<file path="src/rtl/uart_fifo_if.sv">
// Byte-stream side of the buffered UART: TX write port, RX read port, levels and error pulses.
// The UART core takes the slave modport; the producer/consumer takes the master modport.
interface uart_fifo_if #(
  parameter int DATA_WIDTH = 8,
  parameter int FIFO_DEPTH = 16
);
  localparam int LW = $clog2(FIFO_DEPTH) + 1;

  logic [DATA_WIDTH-1:0] txd;
  logic                  txv;
  logic                  tx_rdy;
  logic                  tx_active;
  logic [LW-1:0]         tx_level;
  logic [DATA_WIDTH-1:0] rxd;
  logic                  rxv;
  logic                  rxr;
  logic [LW-1:0]         rx_level;
  logic                  frame_err;
  logic                  parity_err;
  logic                  overrun;

  modport master (
    output txd, txv, rxr,
    input  tx_rdy, tx_active, tx_level, rxd, rxv, rx_level, frame_err, parity_err, overrun
  );

  modport slave (
    input  txd, txv, rxr,
    output tx_rdy, tx_active, tx_level, rxd, rxv, rx_level, frame_err, parity_err, overrun
  );
endinterface

</file>
<file path="src/rtl/uart_fifo.sv">
// Single-clock UART with programmable baud tick and independent TX/RX FIFOs.
// Reports framing, parity and overrun errors as one-cycle pulses.
module uart_fifo_buf #(
  parameter int WIDTH = 8,
  parameter int DEPTH = 16
) (
  input  logic                   clk,
  input  logic                   rst,
  input  logic                   push,
  input  logic [WIDTH-1:0]       wdata,
  input  logic                   pop,
  output logic [WIDTH-1:0]       head,
  output logic                   full,
  output logic                   empty,
  output logic [$clog2(DEPTH):0] level
);
  localparam int AW = $clog2(DEPTH);

  logic [WIDTH-1:0] mem [DEPTH];
  logic [AW-1:0]    wr_ptr, rd_ptr;
  logic             do_push, do_pop;

  // Full is judged on the current level, so a push onto a full FIFO is refused even with a same-cycle pop
  assign full    = (level == (AW+1)'(DEPTH));
  assign empty   = (level == '0);
  assign do_push = push && !full;
  assign do_pop  = pop && !empty;
  assign head    = mem[rd_ptr];

  always_ff @(posedge clk) begin
    if (rst) begin
      wr_ptr <= '0;
      rd_ptr <= '0;
      level  <= '0;
    end else begin
      if (do_push) begin
        mem[wr_ptr] <= wdata;
        wr_ptr      <= wr_ptr + 1'b1;
      end
      if (do_pop) rd_ptr <= rd_ptr + 1'b1;
      level <= level + (AW+1)'(do_push) - (AW+1)'(do_pop);
    end
  end
endmodule

module uart_fifo #(
  parameter int DATA_WIDTH = 8,
  parameter int STOP_BITS  = 1,
  parameter int PARITY     = 0,
  parameter int EVEN       = 1,
  parameter int OVERSAMPLE = 16,
  parameter int DIV_WIDTH  = 16,
  parameter int FIFO_DEPTH = 16
) (
  input  logic                 clk,
  input  logic                 rst,
  input  logic [DIV_WIDTH-1:0] div,
  input  logic                 rx,
  output logic                 tx,
  uart_fifo_if.slave           bus
);
  localparam int CW = $clog2(OVERSAMPLE);
  localparam logic [CW-1:0] OS_LAST = CW'(OVERSAMPLE - 1);
  localparam logic [CW-1:0] OS_MID  = CW'(OVERSAMPLE / 2 - 1);
  localparam logic [3:0]    DW_LAST = 4'(DATA_WIDTH - 1);
  localparam logic [3:0]    SB_LAST = 4'(STOP_BITS - 1);
  localparam logic          PAR_ODD = (EVEN == 0);

  typedef enum logic [2:0] {S_IDLE, S_START, S_DATA, S_PARITY, S_STOP} state_t;

  logic [DIV_WIDTH-1:0] tick_cnt, div_q;
  logic                 tick;
  logic                 rx_meta, rx_s;

  state_t               tx_state, tx_state_n;
  logic [DATA_WIDTH-1:0] tx_shift, tx_shift_n, tx_head;
  logic [CW-1:0]        tx_os, tx_os_n;
  logic [3:0]           tx_bit, tx_bit_n;
  logic                 tx_par, tx_par_n, tx_pop, tx_load, tx_end, tx_full, tx_empty;

  state_t               rx_state, rx_state_n;
  logic [DATA_WIDTH-1:0] rx_shift, rx_shift_n, rx_head;
  logic [CW-1:0]        rx_os, rx_os_n;
  logic [3:0]           rx_bit, rx_bit_n;
  logic                 rx_par, rx_par_n, rx_ferr, rx_ferr_n, rx_sample, rx_done;
  logic                 rx_full, rx_empty, rx_push, stop_low, par_bad;
  logic                 fe_n, pe_n, ov_n;

  // The divisor is latched at each wrap so a change never produces a truncated tick period
  assign tick = (tick_cnt == div_q);

  always_ff @(posedge clk) begin
    if (rst) begin
      tick_cnt <= '0;
      div_q    <= div;
    end else if (tick) begin
      tick_cnt <= '0;
      div_q    <= div;
    end else begin
      tick_cnt <= tick_cnt + 1'b1;
    end
  end

  always_ff @(posedge clk) begin
    if (rst) begin
      rx_meta <= 1'b1;
      rx_s    <= 1'b1;
    end else begin
      rx_meta <= rx;
      rx_s    <= rx_meta;
    end
  end

  uart_fifo_buf #(.WIDTH(DATA_WIDTH), .DEPTH(FIFO_DEPTH)) u_tx_fifo (
    .clk(clk), .rst(rst), .push(bus.txv), .wdata(bus.txd), .pop(tx_pop),
    .head(tx_head), .full(tx_full), .empty(tx_empty), .level(bus.tx_level)
  );

  uart_fifo_buf #(.WIDTH(DATA_WIDTH), .DEPTH(FIFO_DEPTH)) u_rx_fifo (
    .clk(clk), .rst(rst), .push(rx_push), .wdata(rx_shift), .pop(bus.rxr),
    .head(rx_head), .full(rx_full), .empty(rx_empty), .level(bus.rx_level)
  );

  assign bus.tx_rdy    = !tx_full && !rst;
  assign bus.rxv       = !rx_empty;
  assign bus.rxd       = rx_empty ? '0 : rx_head;
  assign bus.tx_active = (tx_state != S_IDLE);
  assign tx_end        = tick && (tx_os == OS_LAST);

  always_comb begin
    tx_state_n = tx_state;
    tx_shift_n = tx_shift;
    tx_os_n    = tx_os;
    tx_bit_n   = tx_bit;
    tx_par_n   = tx_par;
    tx_load    = 1'b0;
    if (tick && tx_state != S_IDLE) tx_os_n = tx_end ? '0 : tx_os + 1'b1;
    case (tx_state)
      S_IDLE:   tx_load = !tx_empty;
      S_START:  if (tx_end) tx_state_n = S_DATA;
      S_DATA: begin
        if (tx_end) begin
          tx_shift_n = tx_shift >> 1;
          tx_bit_n   = tx_bit + 1'b1;
          if (tx_bit == DW_LAST) begin
            tx_bit_n   = '0;
            tx_state_n = (PARITY != 0) ? S_PARITY : S_STOP;
          end
        end
      end
      S_PARITY: if (tx_end) tx_state_n = S_STOP;
      S_STOP: begin
        if (tx_end) begin
          tx_bit_n = tx_bit + 1'b1;
          if (tx_bit == SB_LAST) begin
            tx_state_n = S_IDLE;
            tx_load    = !tx_empty;
          end
        end
      end
      default:  tx_state_n = S_IDLE;
    endcase
    // Loading from STOP as well as IDLE gives back-to-back frames with no idle gap
    if (tx_load) begin
      tx_state_n = S_START;
      tx_shift_n = tx_head;
      tx_par_n   = (^tx_head) ^ PAR_ODD;
      tx_os_n    = '0;
      tx_bit_n   = '0;
    end
    tx_pop = tx_load;
  end

  always_comb begin
    case (tx_state)
      S_START:  tx = 1'b0;
      S_DATA:   tx = tx_shift[0];
      S_PARITY: tx = tx_par;
      default:  tx = 1'b1;
    endcase
  end

  always_ff @(posedge clk) begin
    if (rst) begin
      tx_state <= S_IDLE;
      tx_shift <= '0;
      tx_os    <= '0;
      tx_bit   <= '0;
      tx_par   <= 1'b0;
    end else begin
      tx_state <= tx_state_n;
      tx_shift <= tx_shift_n;
      tx_os    <= tx_os_n;
      tx_bit   <= tx_bit_n;
      tx_par   <= tx_par_n;
    end
  end

  // The start bit is re-checked half a bit after detection; later bits are sampled a full bit apart
  assign rx_sample = tick && (rx_os == ((rx_state == S_START) ? OS_MID : OS_LAST));

  always_comb begin
    rx_state_n = rx_state;
    rx_shift_n = rx_shift;
    rx_os_n    = rx_os;
    rx_bit_n   = rx_bit;
    rx_par_n   = rx_par;
    rx_ferr_n  = rx_ferr;
    rx_done    = 1'b0;
    if (tick && rx_state != S_IDLE) rx_os_n = rx_sample ? '0 : rx_os + 1'b1;
    case (rx_state)
      S_IDLE: begin
        if (tick && !rx_s) begin
          rx_state_n = S_START;
          rx_os_n    = '0;
          rx_bit_n   = '0;
          rx_ferr_n  = 1'b0;
        end
      end
      S_START:  if (rx_sample) rx_state_n = rx_s ? S_IDLE : S_DATA;
      S_DATA: begin
        if (rx_sample) begin
          rx_shift_n = {rx_s, rx_shift[DATA_WIDTH-1:1]};
          rx_bit_n   = rx_bit + 1'b1;
          if (rx_bit == DW_LAST) begin
            rx_bit_n   = '0;
            rx_state_n = (PARITY != 0) ? S_PARITY : S_STOP;
          end
        end
      end
      S_PARITY: begin
        if (rx_sample) begin
          rx_par_n   = rx_s;
          rx_state_n = S_STOP;
        end
      end
      S_STOP: begin
        if (rx_sample) begin
          rx_ferr_n = rx_ferr | !rx_s;
          rx_bit_n  = rx_bit + 1'b1;
          if (rx_bit == SB_LAST) begin
            rx_done    = 1'b1;
            rx_state_n = S_IDLE;
          end
        end
      end
      default:  rx_state_n = S_IDLE;
    endcase
  end

  assign stop_low = rx_ferr | !rx_s;
  assign par_bad  = (PARITY != 0) && (((^rx_shift) ^ rx_par) != PAR_ODD);
  assign fe_n     = rx_done && stop_low;
  assign pe_n     = rx_done && !stop_low && par_bad;
  assign ov_n     = rx_done && !stop_low && !par_bad && rx_full;
  assign rx_push  = rx_done && !stop_low && !par_bad && !rx_full;

  always_ff @(posedge clk) begin
    if (rst) begin
      rx_state       <= S_IDLE;
      rx_shift       <= '0;
      rx_os          <= '0;
      rx_bit         <= '0;
      rx_par         <= 1'b0;
      rx_ferr        <= 1'b0;
      bus.frame_err  <= 1'b0;
      bus.parity_err <= 1'b0;
      bus.overrun    <= 1'b0;
    end else begin
      rx_state       <= rx_state_n;
      rx_shift       <= rx_shift_n;
      rx_os          <= rx_os_n;
      rx_bit         <= rx_bit_n;
      rx_par         <= rx_par_n;
      rx_ferr        <= rx_ferr_n;
      bus.frame_err  <= fe_n;
      bus.parity_err <= pe_n;
      bus.overrun    <= ov_n;
    end
  end
endmodule
</file>
<file path="src/flat_wrapper.sv">
// flat-port wrapper written by rule: the top's interface ports become plain ports
module uart_fifo_flat 
#(
  parameter int DATA_WIDTH = 8,
  parameter int STOP_BITS  = 1,
  parameter int PARITY     = 0,
  parameter int EVEN       = 1,
  parameter int OVERSAMPLE = 16,
  parameter int DIV_WIDTH  = 16,
  parameter int FIFO_DEPTH = 16
)
  (clk, rst, div, rx, tx, bus_txd, bus_txv, bus_rxr, bus_tx_rdy, bus_tx_active, bus_tx_level, bus_rxd, bus_rxv, bus_rx_level, bus_frame_err, bus_parity_err, bus_overrun);
  uart_fifo_if #(.DATA_WIDTH(DATA_WIDTH), .FIFO_DEPTH(FIFO_DEPTH)) bus_i ();
  input  logic clk;
  input  logic rst;
  input  logic [DIV_WIDTH-1:0] div;
  input  logic rx;
  output logic tx;
  input wire logic [$bits(bus_i.txd)-1:0] bus_txd;
  input wire logic [$bits(bus_i.txv)-1:0] bus_txv;
  input wire logic [$bits(bus_i.rxr)-1:0] bus_rxr;
  output wire logic [$bits(bus_i.tx_rdy)-1:0] bus_tx_rdy;
  output wire logic [$bits(bus_i.tx_active)-1:0] bus_tx_active;
  output wire logic [$bits(bus_i.tx_level)-1:0] bus_tx_level;
  output wire logic [$bits(bus_i.rxd)-1:0] bus_rxd;
  output wire logic [$bits(bus_i.rxv)-1:0] bus_rxv;
  output wire logic [$bits(bus_i.rx_level)-1:0] bus_rx_level;
  output wire logic [$bits(bus_i.frame_err)-1:0] bus_frame_err;
  output wire logic [$bits(bus_i.parity_err)-1:0] bus_parity_err;
  output wire logic [$bits(bus_i.overrun)-1:0] bus_overrun;
  assign bus_i.txd = bus_txd;
  assign bus_i.txv = bus_txv;
  assign bus_i.rxr = bus_rxr;
  assign bus_tx_rdy = bus_i.tx_rdy;
  assign bus_tx_active = bus_i.tx_active;
  assign bus_tx_level = bus_i.tx_level;
  assign bus_rxd = bus_i.rxd;
  assign bus_rxv = bus_i.rxv;
  assign bus_rx_level = bus_i.rx_level;
  assign bus_frame_err = bus_i.frame_err;
  assign bus_parity_err = bus_i.parity_err;
  assign bus_overrun = bus_i.overrun;
  uart_fifo #(.DATA_WIDTH(DATA_WIDTH), .STOP_BITS(STOP_BITS), .PARITY(PARITY), .EVEN(EVEN), .OVERSAMPLE(OVERSAMPLE), .DIV_WIDTH(DIV_WIDTH), .FIFO_DEPTH(FIFO_DEPTH)) u_core (.clk(clk), .rst(rst), .div(div), .rx(rx), .tx(tx), .bus(bus_i));
endmodule
</file>
<file path="config.mk">
export PLATFORM = sky130hd
export DESIGN_NAME = uart_fifo_flat
export DESIGN_NICKNAME = d
export VERILOG_FILES = /design/src/rtl/uart_fifo_if.sv /design/src/rtl/uart_fifo.sv /design/src/flat_wrapper.sv
export SDC_FILE = /design/constraint.sdc
export NUM_CORES = 1
export LEC_CHECK = 0
export ABC_AREA = 1
export ABC_CLOCK_PERIOD_IN_PS = 4300
export BUFFER_PORTS_ARGS = -buffer_cell sky130_fd_sc_hd__buf_2
export CELL_PAD_IN_SITES_DETAIL_PLACEMENT = 1
export CELL_PAD_IN_SITES_GLOBAL_PLACEMENT = 2
export CORE_ASPECT_RATIO = 1.75
export CORE_MARGIN = 2
export CORE_UTILIZATION = 40
export CTS_BUF_LIST = sky130_fd_sc_hd__clkbuf_4
export DETAILED_ROUTE_END_ITERATION = 16
export GPL_ROUTABILITY_DRIVEN = 0
export GPL_TIMING_DRIVEN = 1
export PLACE_DENSITY_LB_ADDON = 0.2
export SLEW_MARGIN = 0
export SYNTH_ARGS = -nofsm -noshare
export SYNTH_HDL_FRONTEND = slang
export SYNTH_HIERARCHICAL = 1
export SYNTH_SLANG_ARGS = --single-unit
</file>
<file path="constraint.sdc">
create_clock -name clk -period 4.3 [get_ports clk]
set_input_delay 0.86 -clock clk [delete_from_list [all_inputs] [get_ports clk]]
set_output_delay 0.86 -clock clk [all_outputs]
set_load 0.05 [all_outputs]
</file>
# --- Yosys cells after proc, flatten, opt, wreduce, memory -nomap -nowiden ---
# Memory sizes are Yosys's and may differ from the RTL's. A register that Yosys moved wholly into a read port is not among the register bits.
# Cells that the tools add are included.
# W data, S select, Z words.
classes:
  n_addsub: 13
  eq_ne: 35
  n_mux: 58
  n_bitwise: 2
  reduce_logical: 46
ops:
  columns: ["op", "n"]
  rows:
  - ["$mux W4", 17]
  - ["$mux W3", 13]
  - ["$add A4 B1 Y4 const B", 8]
  - ["$mux W16", 2]
  - ["$mux W8", 4]
  - ["$pmux W3 S5", 2]
  - ["$ne A2 B1 Y1 const B", 13]
  - ["$reduce_and A7 Y1", 3]
  - ["$ne A3 B2 Y1 const B", 6]
  - ["$add A16 B1 Y16 const B", 1]
  - ["$eq A16 B16 Y1", 1]
  - ["$logic_and A1 B1 Y1", 14]
  - ["$mux W1", 14]
  - ["$eq A3 B2 Y1 const B", 4]
  - ["$pmux W4 S3", 1]
  - ["$add A5 B1 Y5", 2]
  - ["$eq A5 B5 Y1 const B", 2]
  - ["$logic_not A5 Y1", 2]
  - ["$reduce_bool A2 Y1", 5]
  - ["$sub A5 B1 Y5", 2]
  - ["$reduce_bool A3 Y1", 3]
  - ["$eq A4 B3 Y1 const B", 2]
  - ["$logic_not A4 Y1", 2]
  - ["$pmux W4 S2", 1]
  - ["other kinds (17)", 30]
word_totals:
  reg_bits: 102
  ramBits: 256
  out_inout_bits: 25
  wordCells: 179
  mem_count: 2
memory_table:
  columns: ["name", "depth", "width", "rd", "rd_ports_with_merged_regs", "wr", "line_no", "rtl"]
  rows:
  - ["u_core.u_rx_fifo.mem", 16, 8, 1, 1, 1, "uart_fifo.sv:19", "logic [WIDTH-1:0] mem [DEPTH];"]
  - ["u_core.u_tx_fifo.mem", 16, 8, 1, 1, 1, "uart_fifo.sv:19", null]

# --- Logic depth before layout (Yosys ltp) ---
logic_depth:
  ltp_word: 12
  depth_mapped: 23
  ltp_nobuf: 22

# --- By module ---
# The synthesis kept the hierarchy.
modules_own_cells:
  columns: ["mod", "n_inst", "cells_per_inst", "area_each_um2", "seq_area_each_um2"]
  rows:
  - ["uart_fifo_buf (u_core.u_rx_fifo)", 1, 660, 6480.0, 4184.0]
  - ["uart_fifo_buf (u_core.u_tx_fifo)", 1, 652, 6457.4, 4184.0]
  - ["uart_fifo", 1, 552, 4040.1, 1681.6]

# --- Worst setup path before layout ---
# Ideal clock, no wire load.
synth_timing:
  path_kind: "flip-flop to flip-flop"
  from: "register u_core.u_tx_fifo.level[2]"
  to: "register u_core.u_tx_fifo.level[4]"
  t_arrival_ns: 3.068
  t_required_ns: 4.187
  path_slack_ns: 1.119
  stages_incl_launch_ff: 21
  period_less_slack_ns: 3.181
  path_cell_list: "dfxtp_1 inv_1 ha_1 nand4_1 inv_1 nor2_1 nand4_4 nand2_4 buf_6 nand2_1 inv_1 ha_1 inv_1 ha_1 fa_1 nand2_1 a21oi_1 nor2_1 nand2_1 nand2_1 nor2_1"
synth_between:
  elab_chain_cells: 7
  word_cells_on_any_way: 11
synth_rtl:
  columns: ["item", "line_no", "rtl"]
  rows:
  - ["start, declared", "uart_fifo.sv:15", "output logic [$clog2(DEPTH):0] level"]
  - ["start signal, assigned", "uart_fifo.sv:41", "level <= level + (AW+1)'(do_push) - (AW+1)'(do_pop);"]
  - ["$logic_not A5 Y1 *", "uart_fifo.sv:25", "assign empty = (level == '0);"]
  - ["named net u_core.tx_empty", "uart_fifo.sv:79", "logic tx_par, tx_par_n, tx_pop, tx_load, tx_end, tx_full, tx_empty;"]
  - ["$logic_not A1 Y1 *", "uart_fifo.sv:139, uart_fifo.sv:157", null]
  - ["$mux W1", "uart_fifo.sv:155", "if (tx_bit == SB_LAST) begin"]
  - ["$mux W1", "uart_fifo.sv:153", "if (tx_end) begin"]
  - ["$pmux W1 S2 *", "uart_fifo.sv:138", "case (tx_state)"]
  - ["named net u_core.tx_load", "uart_fifo.sv:79", null]
  - ["$logic_and A1 B1 Y1 *", "uart_fifo.sv:27", "assign do_pop = pop && !empty;"]
  - ["$sub A5 B1 Y5 *", "uart_fifo.sv:41", null]
# The timed path passes the listed nets; every way through them passes the cells marked *.
# A chain may end at the register's enable or synchronous reset.

==> results.md <==
* Status: completed
* FF-to-FF setup slack at 1.02 ns
* CTS hold repair buffers at 0
* Cells after Synth at 1864
* Most frequent cell after synthesis: nand2_1
* Leakage at 8.342 nW
* Post-layout min period at 3.624 ns
* Die ar. at 44170 µm²
* EDFF count, synth at 272
* Max-slew violations at 0
* Post-CTS sizing at 0
* Cell repeated most along the worst path: nand2_1
* Max IR drop VDD at 0.2534 mV
* Antenna-violating nets left at 0
* Site Rows at 99
* Setup repair bufs after CTS at 0
* PD cells at 516.5 nW/µm²
* CP required at 3.44 ns
* DP Wirelength at 31.51 mm
* FMAX at 276.0 MHz
* Seq. cell area at 10050 µm²
* Area contributors post-synth: edfxtp_1, nand2_1, dfxtp_1, inv_1, nand3_1
* Wire per inst at 17.13 µm
* Placed Cells at 2428
* Family with the most delay on the worst path: buffers and inverters
* # setup viols final at 0
* Worst-Margin Slew at 0.9464 ns
* Final Hold Fails at 0
* Final Total Pwr at 9.718 mW
* XOR/XNOR Fraction of Synth Area at 1.135%
* Synth async-reset ratio at 0%
* Synth Area in Simple Gates at 25.05%
* P&R area growth vs syn at 10.83%
* Max cap viols at 0
* Worst Slack Setup Final at 0.6762 ns
* Average size of a mapped cell at 9.108 µm²
* Setup TNS at 0 ns
* Cell Area, Synth at 16980 µm²
* Critical Path Source Type: flip-flop
* Worst path slowest cell: buf_4
* Max-slew headroom at 36.67%
* Mux cell area share after synthesis at 0%
* WP data arrival at 2.76 ns
* First-pass GRT wire length at 71.17 mm
* Syn nets at 1924
* Die Y at 276.5 µm
* DP Worst Slack at 0.9289 ns
* Synth cell count leaders: nand2_1, inv_1, edfxtp_1
* 1st-iter DRT viols at 473
* Root Driver: clkbuf_4
* Clk Latency, worst-skew pair at 0.79 ns
* Layout cells sized above 1 at 12.52%
* Post-place instance area at 17660 µm²
* Critical Path, Cell by Cell: buf_4 > nand2_1 > nand2_1 > nand2_1 > nand3_1 > nand3_1 > nand2_1 > inv_1 > nor2_1 > buf_2
* CP max stage delay at 0.57 ns
* Clock Path Buffers at 3
* I/O Buffers at 52
* Nature of the critical path endpoint: primary output
* Vias at 12410
* Worst-path clk slew at 0.07 ns
* Total GRT Usage at 20.68%
* Fill count at 4973
* Seq/Total Area, Yosys at 59.19%
* Pre-Repair DR Iteration Count at 4
* Largest net degree at the start of global routing at 65
* Synth area leader: edfxtp_1
* Total I/O pin count at 54
* Multi-input gate area at 5256 µm²
* Crit path buffers/inverters at 3
* Yosys warning count at 6
* Hold Path Class: in -> reg
* CTS tree: yes
* Via density at 4.784
* Chip width at 159.7 µm
* Synthesized flop and latch total at 366
* Post-route DRC at 0
* Clock Skew at 0.04474 ns
* Largest family of logic cells by synthesized area: simple AND/OR/NAND/NOR gates
* Synth Area in Compound Gates at 2.380%
* Fin cells at 2594
* Top-area cell type share of the netlist area at 48.11%
* Adder-cell share of the synthesized area at 2.373%
* Clock Sinks at 366
* Core area at 41740 µm²
* Final Cycle Share at 84.27%
* Fin area at 18820 µm²
* Via count of the first global-routing pass at 13350
* H-Tree Depth at 3
* Initial antenna violation count at 2
* Synth cell types at 44
* Main synth FF type: edfxtp_1
* Max FO, Critical Path at 64
* RSZ-0062 raised after global routing: false
* Initial Util at 40.67%
* Nets at 2022
* Drt total wl at 44.43 mm
* CP Class: reg -> out
* Number of buffers created by CTS at 87
* Grt ovf at 0
## registers in the layout, indices dropped and copies added (netlist names), 5 cells and up, named ones only
signal and flops:
u_core/u_rx_fifo/mem 128, u_core/u_tx_fifo/mem 128, u_core/div_q 16, u_core/tick_cnt 16
u_core/rx_shift 8, u_core/tx_shift 8, u_core/u_rx_fifo/level 5, u_core/u_tx_fifo/level 5
## power breakdown
| part | total, mW | internal [mW] | switching, mW |
|---|---|---|---|
| clock | 2.91 | 1.46 | 1.45 |
| combinational | 2.77 | 0.798 | 1.97 |
| sequential | 4.04 | 3.92 | 0.113 |
## through the flow
stage | hold slack, ns | utilization, %
global placement | 0.4204 | 42.31
finish | 0.2675 | 45.08
CTS | 0.1807 | 45.06
global route | 0.2016 | 45.08
detailed placement | 0.4123 | 42.31
floorplan | 0.3895 | -
## kinds of logic (layout without fill, tap and decap cells)
group / Yosys count / count (layout)
other: 1 / 3
AOI/OAI and AO/OA: 78 / 78
adders and majority gates: 31 / 31
DFF: 366 / 366
and+or+nand+nor: 969 / 969
xor gates and xnor gates: 22 / 22
buffers and inverters: 397 / 570
## worst reg2reg max path, delay by kind of cell, from the launching register on
kind / cells / cell delay [ns]
compound gates: 1 / 0.07
flops: 1 / 0.44
fa+ha+maj: 3 / 0.91
buf+inv: 3 / 0.18
simple gates: 14 / 1.57
## worst paths after layout
check / start / to / cells past startpoint
worst max-delay path: flip-flop / bus_rxd[1] / 10
worst min-delay path: div[12] / u_core/div_q[12] / 1
worst max register to register: u_core/tick_cnt[2] / u_core/u_rx_fifo/level[4] / 21
worst min register to register: u_core/rx_meta / u_core/rx_s / 1
## layer usage
| metal | part of all wire, % | wire length [µm] | vias up | GRT usage, % |
|---|---|---|---|---|
| li1 | - | - | 6184 | - |
| met1 | 34 | 15240 | 5948 | 19.20 |
| met2 | 60 | 26570 | 197 | 43.33 |
| met3 | 3.0 | 1317 | 80 | 3.105 |
| met4 | 2.9 | 1304 | 0 | 8.275 |
| met5 | 0 | 0 | - | 0 |
## layout make-up
class / count / share of cell area, %
sequential: 366 / 53.42
multi-input combinational: 1101 / 27.93
inverter: 339 / 6.769
clock buffer: 116 / 4.628
tap: 555 / 3.690
timing repair buffer: 67 / 2.048
clock inverter: 48 / 1.483
antenna: 2 / 0.02660
## cell usage in the layout (no fill, tap or decap), types with 4 or more instances in the layout
master / instances
nand2_2: 5
nand2_1: 509
xor2_1: 14
inv_2: 18
dfxtp_1: 92
buf_2: 52
clkinv_1: 30
a21oi_1: 37
nor2_1: 163
clkbuf_4: 116
nand3_1: 228
ha_1: 29
o21ai_1: 10
nor3_1: 8
nor2_4: 8
nand2_4: 4
edfxtp_1: 272
xnor2_1: 8
buf_4: 14
clkinv_2: 11
nand4_1: 16
o21ai_0: 26
inv_1: 323
(Power assumes the default switching activity.)
